===== src/rtl/result_drain_m_axis.sv =====
// -----------------------------------------------------------------------------
// result_drain_m_axis
//
// Reads a result matrix out of the result BRAM and sends it on an AXI4-Stream
// master. Rows are stored padded to a multiple of 4 words. Only the first
// row_width words of each row go on the stream. TLAST marks the end of the
// matrix.
//
// Optional build macro: ROW_TLAST_EN
//   When it is defined, TLAST is asserted on the last word of every row, so
//   each row is its own packet. done still pulses once per matrix.
//
// Parameters
//   BRAM_DEPTH            address width of the result BRAM (bits)
//   C_M_AXIS_TDATA_WIDTH  stream data width (only 32 is supported)
//
// Ports
//   M_AXIS_ACLK      clock
//   M_AXIS_ARESETN   asynchronous active-low reset
//   VALID_PE2DU      start pulse, sampled only in IDLE
//   row_width        valid words per row (held stable while busy)
//   num_rows         number of rows (held stable while busy)
//   res_addr/res_en  BRAM read port; res_dout is valid one cycle after res_en
//   busy             transfer in progress (RUN, FLUSH, DONE)
//   done             one-cycle pulse when the matrix has been sent
//   M_AXIS_*         AXI4-Stream master (TSTRB is constant 4'hF)
// -----------------------------------------------------------------------------
module result_drain_m_axis #(
    parameter int BRAM_DEPTH           = 10,
    parameter int C_M_AXIS_TDATA_WIDTH = 32
) (
    input  logic                            M_AXIS_ACLK,
    input  logic                            M_AXIS_ARESETN,
    input  logic                            VALID_PE2DU,
    input  logic [31:0]                     row_width,
    input  logic [31:0]                     num_rows,
    output logic [BRAM_DEPTH-1:0]           res_addr,
    output logic                            res_en,
    input  logic [31:0]                     res_dout,
    output logic                            busy,
    output logic                            done,
    output logic                            M_AXIS_TVALID,
    output logic [C_M_AXIS_TDATA_WIDTH-1:0] M_AXIS_TDATA,
    output logic [3:0]                      M_AXIS_TSTRB,
    output logic                            M_AXIS_TLAST,
    input  logic                            M_AXIS_TREADY
);

    typedef enum logic [1:0] {
        ST_IDLE  = 2'd0,
        ST_RUN   = 2'd1,
        ST_FLUSH = 2'd2,
        ST_DONE  = 2'd3
    } state_t;

    state_t                  state_reg;
    logic [31:0]             col_cnt_reg;
    logic [31:0]             row_cnt_reg;
    logic [BRAM_DEPTH-1:0]   base_reg;
    logic [BRAM_DEPTH-1:0]   addr_reg;
    logic                    busy_reg;
    logic                    done_reg;

    // Read that was issued last cycle; its data is on res_dout now.
    logic                    pend_reg;
    logic                    pend_last_reg;

    // Two-entry output FIFO.
    logic [C_M_AXIS_TDATA_WIDTH-1:0] fifo_data_reg [2];
    logic                            fifo_last_reg [2];
    logic                            fifo_wr_ptr_reg;
    logic                            fifo_rd_ptr_reg;
    logic [1:0]                      fifo_cnt_reg;

    logic [BRAM_DEPTH-1:0]   stride_addr;
    logic [BRAM_DEPTH-1:0]   next_base;
    logic                    last_col;
    logic                    last_row;
    logic                    beat_last;
    logic                    fifo_push;
    logic                    fifo_pop;
    logic [2:0]              commit_cnt;
    logic                    issue;
    logic                    final_beat;

    // The row stride only matters modulo 2^BRAM_DEPTH because the address
    // wraps, so round up in address width rather than 32 bits.
    assign stride_addr = (row_width[BRAM_DEPTH-1:0] + BRAM_DEPTH'(3)) & ~BRAM_DEPTH'(3);
    assign next_base   = base_reg + stride_addr;

    assign last_col = (col_cnt_reg == row_width - 32'd1);
    assign last_row = (row_cnt_reg == num_rows - 32'd1);

`ifdef ROW_TLAST_EN
    assign beat_last = last_col;
`else
    assign beat_last = last_col & last_row;
`endif

    assign fifo_push = pend_reg;
    assign fifo_pop  = (fifo_cnt_reg != 2'd0) & M_AXIS_TREADY;

    // Words already committed to the FIFO once this cycle's pop and the
    // in-flight read settle. A new read is allowed only while that stays
    // below the FIFO depth. Counting the pop lets a 2-entry FIFO sustain one
    // beat per cycle despite the one-cycle BRAM latency.
    assign commit_cnt = {1'b0, fifo_cnt_reg} - {2'b00, fifo_pop} + {2'b00, pend_reg};
    assign issue      = (state_reg == ST_RUN) && (commit_cnt < 3'd2);

    // In FLUSH every read has been issued. A pop that leaves the FIFO empty
    // with nothing in flight is therefore the last beat of the matrix.
    assign final_beat = fifo_pop && (fifo_cnt_reg == 2'd1) && !pend_reg;

    assign res_en        = issue;
    assign res_addr      = addr_reg;
    assign busy          = busy_reg;
    assign done          = done_reg;
    assign M_AXIS_TVALID = (fifo_cnt_reg != 2'd0);
    assign M_AXIS_TDATA  = fifo_data_reg[fifo_rd_ptr_reg];
    assign M_AXIS_TLAST  = fifo_last_reg[fifo_rd_ptr_reg];
    assign M_AXIS_TSTRB  = 4'hF;

    // Control FSM and address generation.
    always_ff @(posedge M_AXIS_ACLK or negedge M_AXIS_ARESETN) begin
        if (!M_AXIS_ARESETN) begin
            state_reg   <= ST_IDLE;
            col_cnt_reg <= '0;
            row_cnt_reg <= '0;
            base_reg    <= '0;
            addr_reg    <= '0;
            busy_reg    <= 1'b0;
            done_reg    <= 1'b0;
        end else begin
            done_reg <= 1'b0;
            case (state_reg)
                ST_IDLE: begin
                    if (VALID_PE2DU) begin
                        col_cnt_reg <= '0;
                        row_cnt_reg <= '0;
                        base_reg    <= '0;
                        addr_reg    <= '0;
                        busy_reg    <= 1'b1;
                        if ((row_width == 32'd0) || (num_rows == 32'd0)) begin
                            state_reg <= ST_DONE;
                            done_reg  <= 1'b1;
                        end else begin
                            state_reg <= ST_RUN;
                        end
                    end
                end
                ST_RUN: begin
                    if (issue) begin
                        if (last_col) begin
                            col_cnt_reg <= '0;
                            row_cnt_reg <= row_cnt_reg + 32'd1;
                            base_reg    <= next_base;
                            addr_reg    <= next_base;
                            if (last_row) begin
                                state_reg <= ST_FLUSH;
                            end
                        end else begin
                            col_cnt_reg <= col_cnt_reg + 32'd1;
                            addr_reg    <= addr_reg + BRAM_DEPTH'(1);
                        end
                    end
                end
                ST_FLUSH: begin
                    if (final_beat) begin
                        state_reg <= ST_DONE;
                        done_reg  <= 1'b1;
                    end
                end
                ST_DONE: begin
                    state_reg <= ST_IDLE;
                    busy_reg  <= 1'b0;
                end
                default: begin
                    state_reg <= ST_IDLE;
                end
            endcase
        end
    end

    // Read pipeline: remember which issued word carries TLAST.
    always_ff @(posedge M_AXIS_ACLK or negedge M_AXIS_ARESETN) begin
        if (!M_AXIS_ARESETN) begin
            pend_reg      <= 1'b0;
            pend_last_reg <= 1'b0;
        end else begin
            pend_reg <= issue;
            if (issue) begin
                pend_last_reg <= beat_last;
            end
        end
    end

    // FIFO pointers and occupancy.
    always_ff @(posedge M_AXIS_ACLK or negedge M_AXIS_ARESETN) begin
        if (!M_AXIS_ARESETN) begin
            fifo_wr_ptr_reg <= 1'b0;
            fifo_rd_ptr_reg <= 1'b0;
            fifo_cnt_reg    <= 2'd0;
        end else begin
            if (fifo_push) begin
                fifo_wr_ptr_reg <= ~fifo_wr_ptr_reg;
            end
            if (fifo_pop) begin
                fifo_rd_ptr_reg <= ~fifo_rd_ptr_reg;
            end
            fifo_cnt_reg <= fifo_cnt_reg + {1'b0, fifo_push} - {1'b0, fifo_pop};
        end
    end

    // FIFO storage. An entry is written only when the write pointer selects
    // it, so the head stays stable while the stream is stalled.
    genvar gi;
    generate
        for (gi = 0; gi < 2; gi++) begin : g_fifo_entry
            always_ff @(posedge M_AXIS_ACLK or negedge M_AXIS_ARESETN) begin
                if (!M_AXIS_ARESETN) begin
                    fifo_data_reg[gi] <= '0;
                    fifo_last_reg[gi] <= 1'b0;
                end else if (fifo_push && (fifo_wr_ptr_reg == 1'(gi))) begin
                    fifo_data_reg[gi] <= C_M_AXIS_TDATA_WIDTH'(res_dout);
                    fifo_last_reg[gi] <= pend_last_reg;
                end
            end
        end
    endgenerate

endmodule


===== config.mk =====
export PLATFORM = sky130hd
export DESIGN_NAME = result_drain_m_axis
export DESIGN_NICKNAME = d
export VERILOG_FILES = /design/src/rtl/result_drain_m_axis.sv
export SDC_FILE = /design/constraint.sdc
export NUM_CORES = 1
export LEC_CHECK = 0
export ABC_AREA = 1
export CAP_MARGIN = 10
export CORE_ASPECT_RATIO = 1.5
export CORE_MARGIN = 1.5
export CORE_UTILIZATION = 45
export CTS_BUF_LIST = sky130_fd_sc_hd__clkbuf_8
export DETAILED_ROUTE_END_ITERATION = 12
export DONT_BUFFER_PORTS = 1
export GPL_TIMING_DRIVEN = 1
export SLEW_MARGIN = 5
export SYNTH_ARGS = -nofsm -noshare
export SYNTH_HDL_FRONTEND = slang
export SYNTH_SLANG_ARGS = --single-unit

===== constraint.sdc =====
create_clock -name M_AXIS_ACLK -period 5.3 [get_ports M_AXIS_ACLK]
set_clock_uncertainty 0.1 [all_clocks]
set_input_delay 1.59 -clock M_AXIS_ACLK [delete_from_list [all_inputs] [get_ports M_AXIS_ACLK]]
set_output_delay 1.59 -clock M_AXIS_ACLK [all_outputs]
set_load 0.02 [all_outputs]

# Word level (Yosys, flattened, before mapping)
# Index checks and enable logic that the tools add are counted.
# classes
mul	0
eq_ne	11
div	0
n_reduce_logical	17
n_shift	0
n_lt_le_gt_ge	2
mux	33
addsub	11
bitwise	5
# op_table
cell	n
$mux 32	8
$pmux 32 s2	2
$add 32x1->32 const B	2
$eq 32x32->1	2
$logic_not 32->1	2
$sub 32x1->32 const B	2
$mux 10	5
$pmux 10 s2	2
$mux 2	6
$add 10x1->10 const B	1
$add 10x10->10	1
$add 10x2->10 const B	1
$ne 2x2->1 const B	5
$pmux 2 s4	1
$mux 1	7
$reduce_bool 2->1	3
$logic_and 1x1->1	5
$reduce_and 5->1	1
$eq 2x1->1 const B	2
$eq 2x2->1 const B	2
$pmux 1 s2	2
$reduce_and 4->1	1
$add 3x1->3	1
$lt 3x2->1 const B	1
other kinds (12)	14
# word_totals
regBits	160
memories	0
in_bits	100
wordCells	95
out_inout_bits	51
ramBits	0
rom_bits	0
latch_bits	0

# Longest topological paths before layout
# logic_depth
depth_word	8
mapped_depth	24
ltp_nobuf	24

# Least setup slack after synthesis
# No wires, ideal clock.
# synth_path
path_kind	input to output
from	input port M_AXIS_TREADY
to	output port res_en
required_time_ns	3.610
slack_ns	0.365
t_arrival_ns	3.245
cell_stages	11
path_buffers	0
cell_sequence	nand2_1 inv_1 ha_1 inv_1 ha_1 inv_1 fa_1 inv_1 a21oi_1 nand2_1 nor2_1
# synth_between
elab_chain_cells	5
# synth_lines
element	line_no	text
from (decl)	46	input logic M_AXIS_TREADY
$and 1x1->1	101	assign fifo_pop = (fifo_cnt_reg != 2'd0) & M_AXIS_TREADY;
net fifo_pop	81	logic fifo_pop;
$sub 2x1->3	107	assign commit_cnt = {1'b0, fifo_cnt_reg} - {2'b00, fifo_pop} + {2'b00, pend_reg};
$add 3x1->3	107	
net commit_cnt[1]	82	logic [2:0] commit_cnt;
$lt 3x2->1	108	assign issue = (state_reg == ST_RUN) && (commit_cnt < 3'd2);
$logic_and 1x1->1	108	
to (decl)	38	output logic res_en,
# The timed path passes the listed nets, and every way through them passes these cells.

# Worst setup path in the final report
# Same ends and word-level chain as after synthesis.

==> run summary <==
CTS
----------------------------------------------------------------------------------------
Cts bufs inserted                                                                     17
Number of buffers inserted by post-CTS setup repair                                    0
H-Tree Depth                                                                           4
Clock tree from TritonCTS                                                           done
Clock Pin Slew Worst Setup and Hold Paths                                        0.10 ns
Buffer depth of the longest clock path                                                 2
Number of gates given a new drive strength after cts                                   0
Root buffer selected by CTS                                                 sky130_fd_sc_hd__clkbuf_8
TritonCTS sink count                                                                 158
Count of hold buffers inserted by post-cts repair                                      0
Clock latency of the later-clocked register in the worst-skew pair               0.48 ns

SETUP PATH
----------------------------------------------------------------------------------------
Endpoint required time on the critical path                                      3.61 ns
Worst reg2reg endpoint                                                      col_cnt_reg[16]
Maximum fanout count along the critical path                                           4
Setup crit end kind                                                           output pin
Worst reg-to-reg setup slack                                                     1.18 ns
Buffers and inverters on the worst path                                                5
Crit path DAT                                                                    3.24 ns
Worst Reg2Reg Path Length in Cells                                                    22
Start-to-end type of the worst setup path                                   input pin to output pin
Cell with the largest stage delay on the worst path                         sky130_fd_sc_hd__fa_1
Category of the worst setup path launch point                                  input pin
Largest delay contributor family on the critical path                        adder cells
Cell chain of the critical path                                             nand2_1, inv_1, ha_1, inv_1, ha_1, inv_1, fa_1, inv_1, a21oi_1, nand2_1, nor2_1, buf_4
Timing endpoint of the critical path                                              res_en
Launch instance of the worst register-to-register path                      fifo_cnt_reg[1]
Most common cell type on the critical path                                  sky130_fd_sc_hd__inv_1
Crit. path cell count                                                                 12
Worst Setup SP                                                              M_AXIS_TREADY
Longest individual stage delay on the worst path                                 0.48 ns

GLOBAL ROUTING
----------------------------------------------------------------------------------------
Number of global-route vias before repair                                          11.0k
Global routing usage summed across all routing layers                              26.3%
Congestion Overflow GR                                                                 0
Wire length of the first global-routing pass                                    55800 um
Maximum number of pins on one net before global-route repair                         159
Initial antenna violation count                                                        0

ROUTING
----------------------------------------------------------------------------------------
Post-detailed-route DRC marker count                                                   0
Routed via count divided by cell count                                              5.16
Topmost layer with routed signal wires                                              met4
Drt total wl                                                                    35000 um
Total met2 wirelength after detailed routing                                    18200 um
DR iter-0 viols                                                                      661
Per-cell routed wire length                                                      16.2 um
Routed wire length on met3                                                       1680 um
Vias post-DR                                                                       11.1k
Detailed-routing iteration count for the pre-antenna-repair pass                       5
Routed Antenna Nets                                                                    0
Met1 routed wirelength after detailed routing                                   13800 um

STA
----------------------------------------------------------------------------------------
Max Freq                                                                         203 MHz
Headroom to the max-slew limit                                                     25.4%
Portion of the clock cycle consumed by the worst path in the final layout          93.1%
Setup TNS                                                                           0 ns
Unrepaired setup endpoints after global routing                                    false
Setup Viol. Count Final                                                                0
Final Critical Period                                                            4.93 ns
Final Hold Violating Endpoints                                                         0
Final Max Slew Viols                                                                   0
Pin slew with the least headroom to its limit                                    1.11 ns

LOGIC SYNTHESIS
----------------------------------------------------------------------------------------
Top-area cell type share of the netlist area                                       33.3%
Library cells used by synthesis                                                       45
Post-synthesis instance area                                                 11900 sq um
Top-count cell post-synth                                                   sky130_fd_sc_hd__nand2_1
Cell accounting for the most synthesized area                               sky130_fd_sc_hd__dfrtp_1
Dominant synthesized flop cell                                              sky130_fd_sc_hd__dfrtp_1
Share of synthesized flip-flops with an asynchronous set or reset                   100%
Top cells by instance count after synthesis                                 sky130_fd_sc_hd__nand2_1 (648), sky130_fd_sc_hd__nor2_1 (240), sky130_fd_sc_hd__inv_1 (208)
Post-Synthesis Mean Instance Area                                             6.48 sq um
Main area contributors after synthesis                                      sky130_fd_sc_hd__dfrtp_1 (33%), sky130_fd_sc_hd__nand2_1 (20%), sky130_fd_sc_hd__nor2_1 (7.6%), sky130_fd_sc_hd__inv_1 (6.6%), sky130_fd_sc_hd__xor2_1 (5.7%)
Number of flops mapped to enable cells by yosys                                        0
Sequential-to-total area share from yosys stat                                     33.3%
Synthesized netlist cell count                                                      1833
Synthesis-stage register bit count                                                   158
Synth warnings                                                                         0

LAYOUT
----------------------------------------------------------------------------------------
Non-Filler Cell Area, Final                                                  12500 sq um
Area of combinational cells with multiple inputs                              6880 sq um
Signed area change from the synthesized netlist to the final layout                5.44%
Largest register FFs                                                                  64
Flip-flop and latch area                                                      3950 sq um
Filler cells                                                                        2780
Post-layout nets                                                                    1934
Ratio of cells with drive above 1 in the final layout                              4.65%
Diodes inserted                                                                        0

MIN PATH
----------------------------------------------------------------------------------------
Worst Hold Launch                                                           fifo_data_reg[54]
Path category of the worst min-delay check                                  flip-flop to flip-flop

FLOW RUN
----------------------------------------------------------------------------------------
Count of max-cap constraint violations                                                 0

PLACED DESIGN
----------------------------------------------------------------------------------------
Global placer's final weighted congestion                                          0.939
Buffers added on ports                                                                 0
Placed Area                                                                  12100 sq um
HPWL reported at the end of detailed placement                                  27200 um

DIE
----------------------------------------------------------------------------------------
Die height                                                                        202 um
Initial core utilization                                                           45.9%
Number of placement rows                                                              72
Total Die Area                                                               27400 sq um
Die X                                                                             136 um
I/O Pins                                                                             151
Std-Cell Core Area                                                           25900 sq um

OUTCOME
----------------------------------------------------------------------------------------
Run status                                                                  finished clean

POWER
----------------------------------------------------------------------------------------
P_leak                                                                           5.98 nW
Areal power density over the cells                                           352 nW/um^2
Peak supply drop                                                                0.228 mV

==> per-stage QoR <==
stage | hold WS (ns) | setup slack, ns | power (W) | std cells | util, %
floorplan | 0.348 | 0.365 | 0.00313 | 1836 | -
global placement | 0.364 | 0.390 | 0.00352 | 2127 | 46.9
detailed placement | 0.373 | 0.344 | 0.00355 | 2127 | 46.9
CTS | 0.397 | 0.348 | 0.00445 | 2159 | 48.4
global route | 0.410 | 0.227 | 0.00475 | 2159 | 48.4
finish | 0.392 | 0.365 | 0.00441 | 2159 | 48.4
==> worst min-delay path, stage by stage (launching register included) <==
cell	delay (ns)
sky130_fd_sc_hd__dfrtp_1	0.36
sky130_fd_sc_hd__nand2_1	0.05
sky130_fd_sc_hd__o21ai_0	0.06
==> kinds of logic (layout without fill, tap and decap cells) <==
family	after synthesis	after routing	share of synthesized area [%]
AOI/OAI and AO/OA	139	139	6.25
xor gates and xnor gates	121	121	9.15
adders and majority gates	21	21	2.34
buffers and inverters	266	256	8.87
DFF	158	158	33.3
other	1	4	0.0316
and+or+nand+nor	1127	1127	40.1
==> cell type report <==
class / count / area share [%]
Clock inverter: 15 / 1.21
Multi-Input combinational cell: 1412 / 55.0
Timing Repair Buffer: 8 / 0.579
Inverter: 216 / 6.47
Clock buffer: 17 / 1.87
Tap cell: 333 / 3.33
Sequential cell: 158 / 31.6
==> worst min path at each step <==
stage / to / slack (ns) / cells after the start
after floorplan: base_reg[4] / 0.35 / 2
after global placement: base_reg[6] / 0.36 / 2
after detailed placement: fifo_data_reg[46] / 0.37 / 2
after CTS: fifo_data_reg[33] / 0.40 / 2
after global routing: fifo_data_reg[23] / 0.41 / 2
final: fifo_data_reg[54] / 0.39 / 2
==> layer usage <==
layer  track usage, %  vias to the layer above
met5                0                        -
met4             11.1                        0
met3             4.59                       71
met2             48.1                      284
met1             29.5                     5115
li1                 -                     5678
==> power breakdown <==
group | total [W] | leakage [nW] | internal [W] | switching, W
sequential | 0.00173 | 2.07 | 0.00151 | 0.000220
clock | 0.000899 | 0.194 | 0.000349 | 0.000550
combinational | 0.00178 | 3.72 | 0.000481 | 0.00129
==> layout by cell type (no fill, tap or decap), types with 5 or more instances in the layout <==
master | Yosys | routed
sky130_fd_sc_hd__nand3b_1 | 16 | 16
sky130_fd_sc_hd__nor2_1 | 240 | 240
sky130_fd_sc_hd__nor2_4 | 5 | 5
sky130_fd_sc_hd__nor4_1 | 13 | 13
sky130_fd_sc_hd__clkbuf_8 | 0 | 17
sky130_fd_sc_hd__nand2_2 | 4 | 5
sky130_fd_sc_hd__xnor2_1 | 42 | 42
sky130_fd_sc_hd__nand3_1 | 86 | 86
sky130_fd_sc_hd__nor3b_1 | 5 | 5
sky130_fd_sc_hd__a21oi_1 | 21 | 21
sky130_fd_sc_hd__nand4_1 | 33 | 33
sky130_fd_sc_hd__nor2_2 | 9 | 9
sky130_fd_sc_hd__buf_4 | 7 | 7
sky130_fd_sc_hd__ha_1 | 19 | 19
sky130_fd_sc_hd__or2_2 | 14 | 14
sky130_fd_sc_hd__nor3_1 | 42 | 42
sky130_fd_sc_hd__xor2_1 | 77 | 77
sky130_fd_sc_hd__o21ai_0 | 99 | 99
sky130_fd_sc_hd__dfrtp_1 | 158 | 158
sky130_fd_sc_hd__nand2_1 | 648 | 647
sky130_fd_sc_hd__inv_1 | 208 | 208
Note: power is estimated with default switching activity, not from simulation.
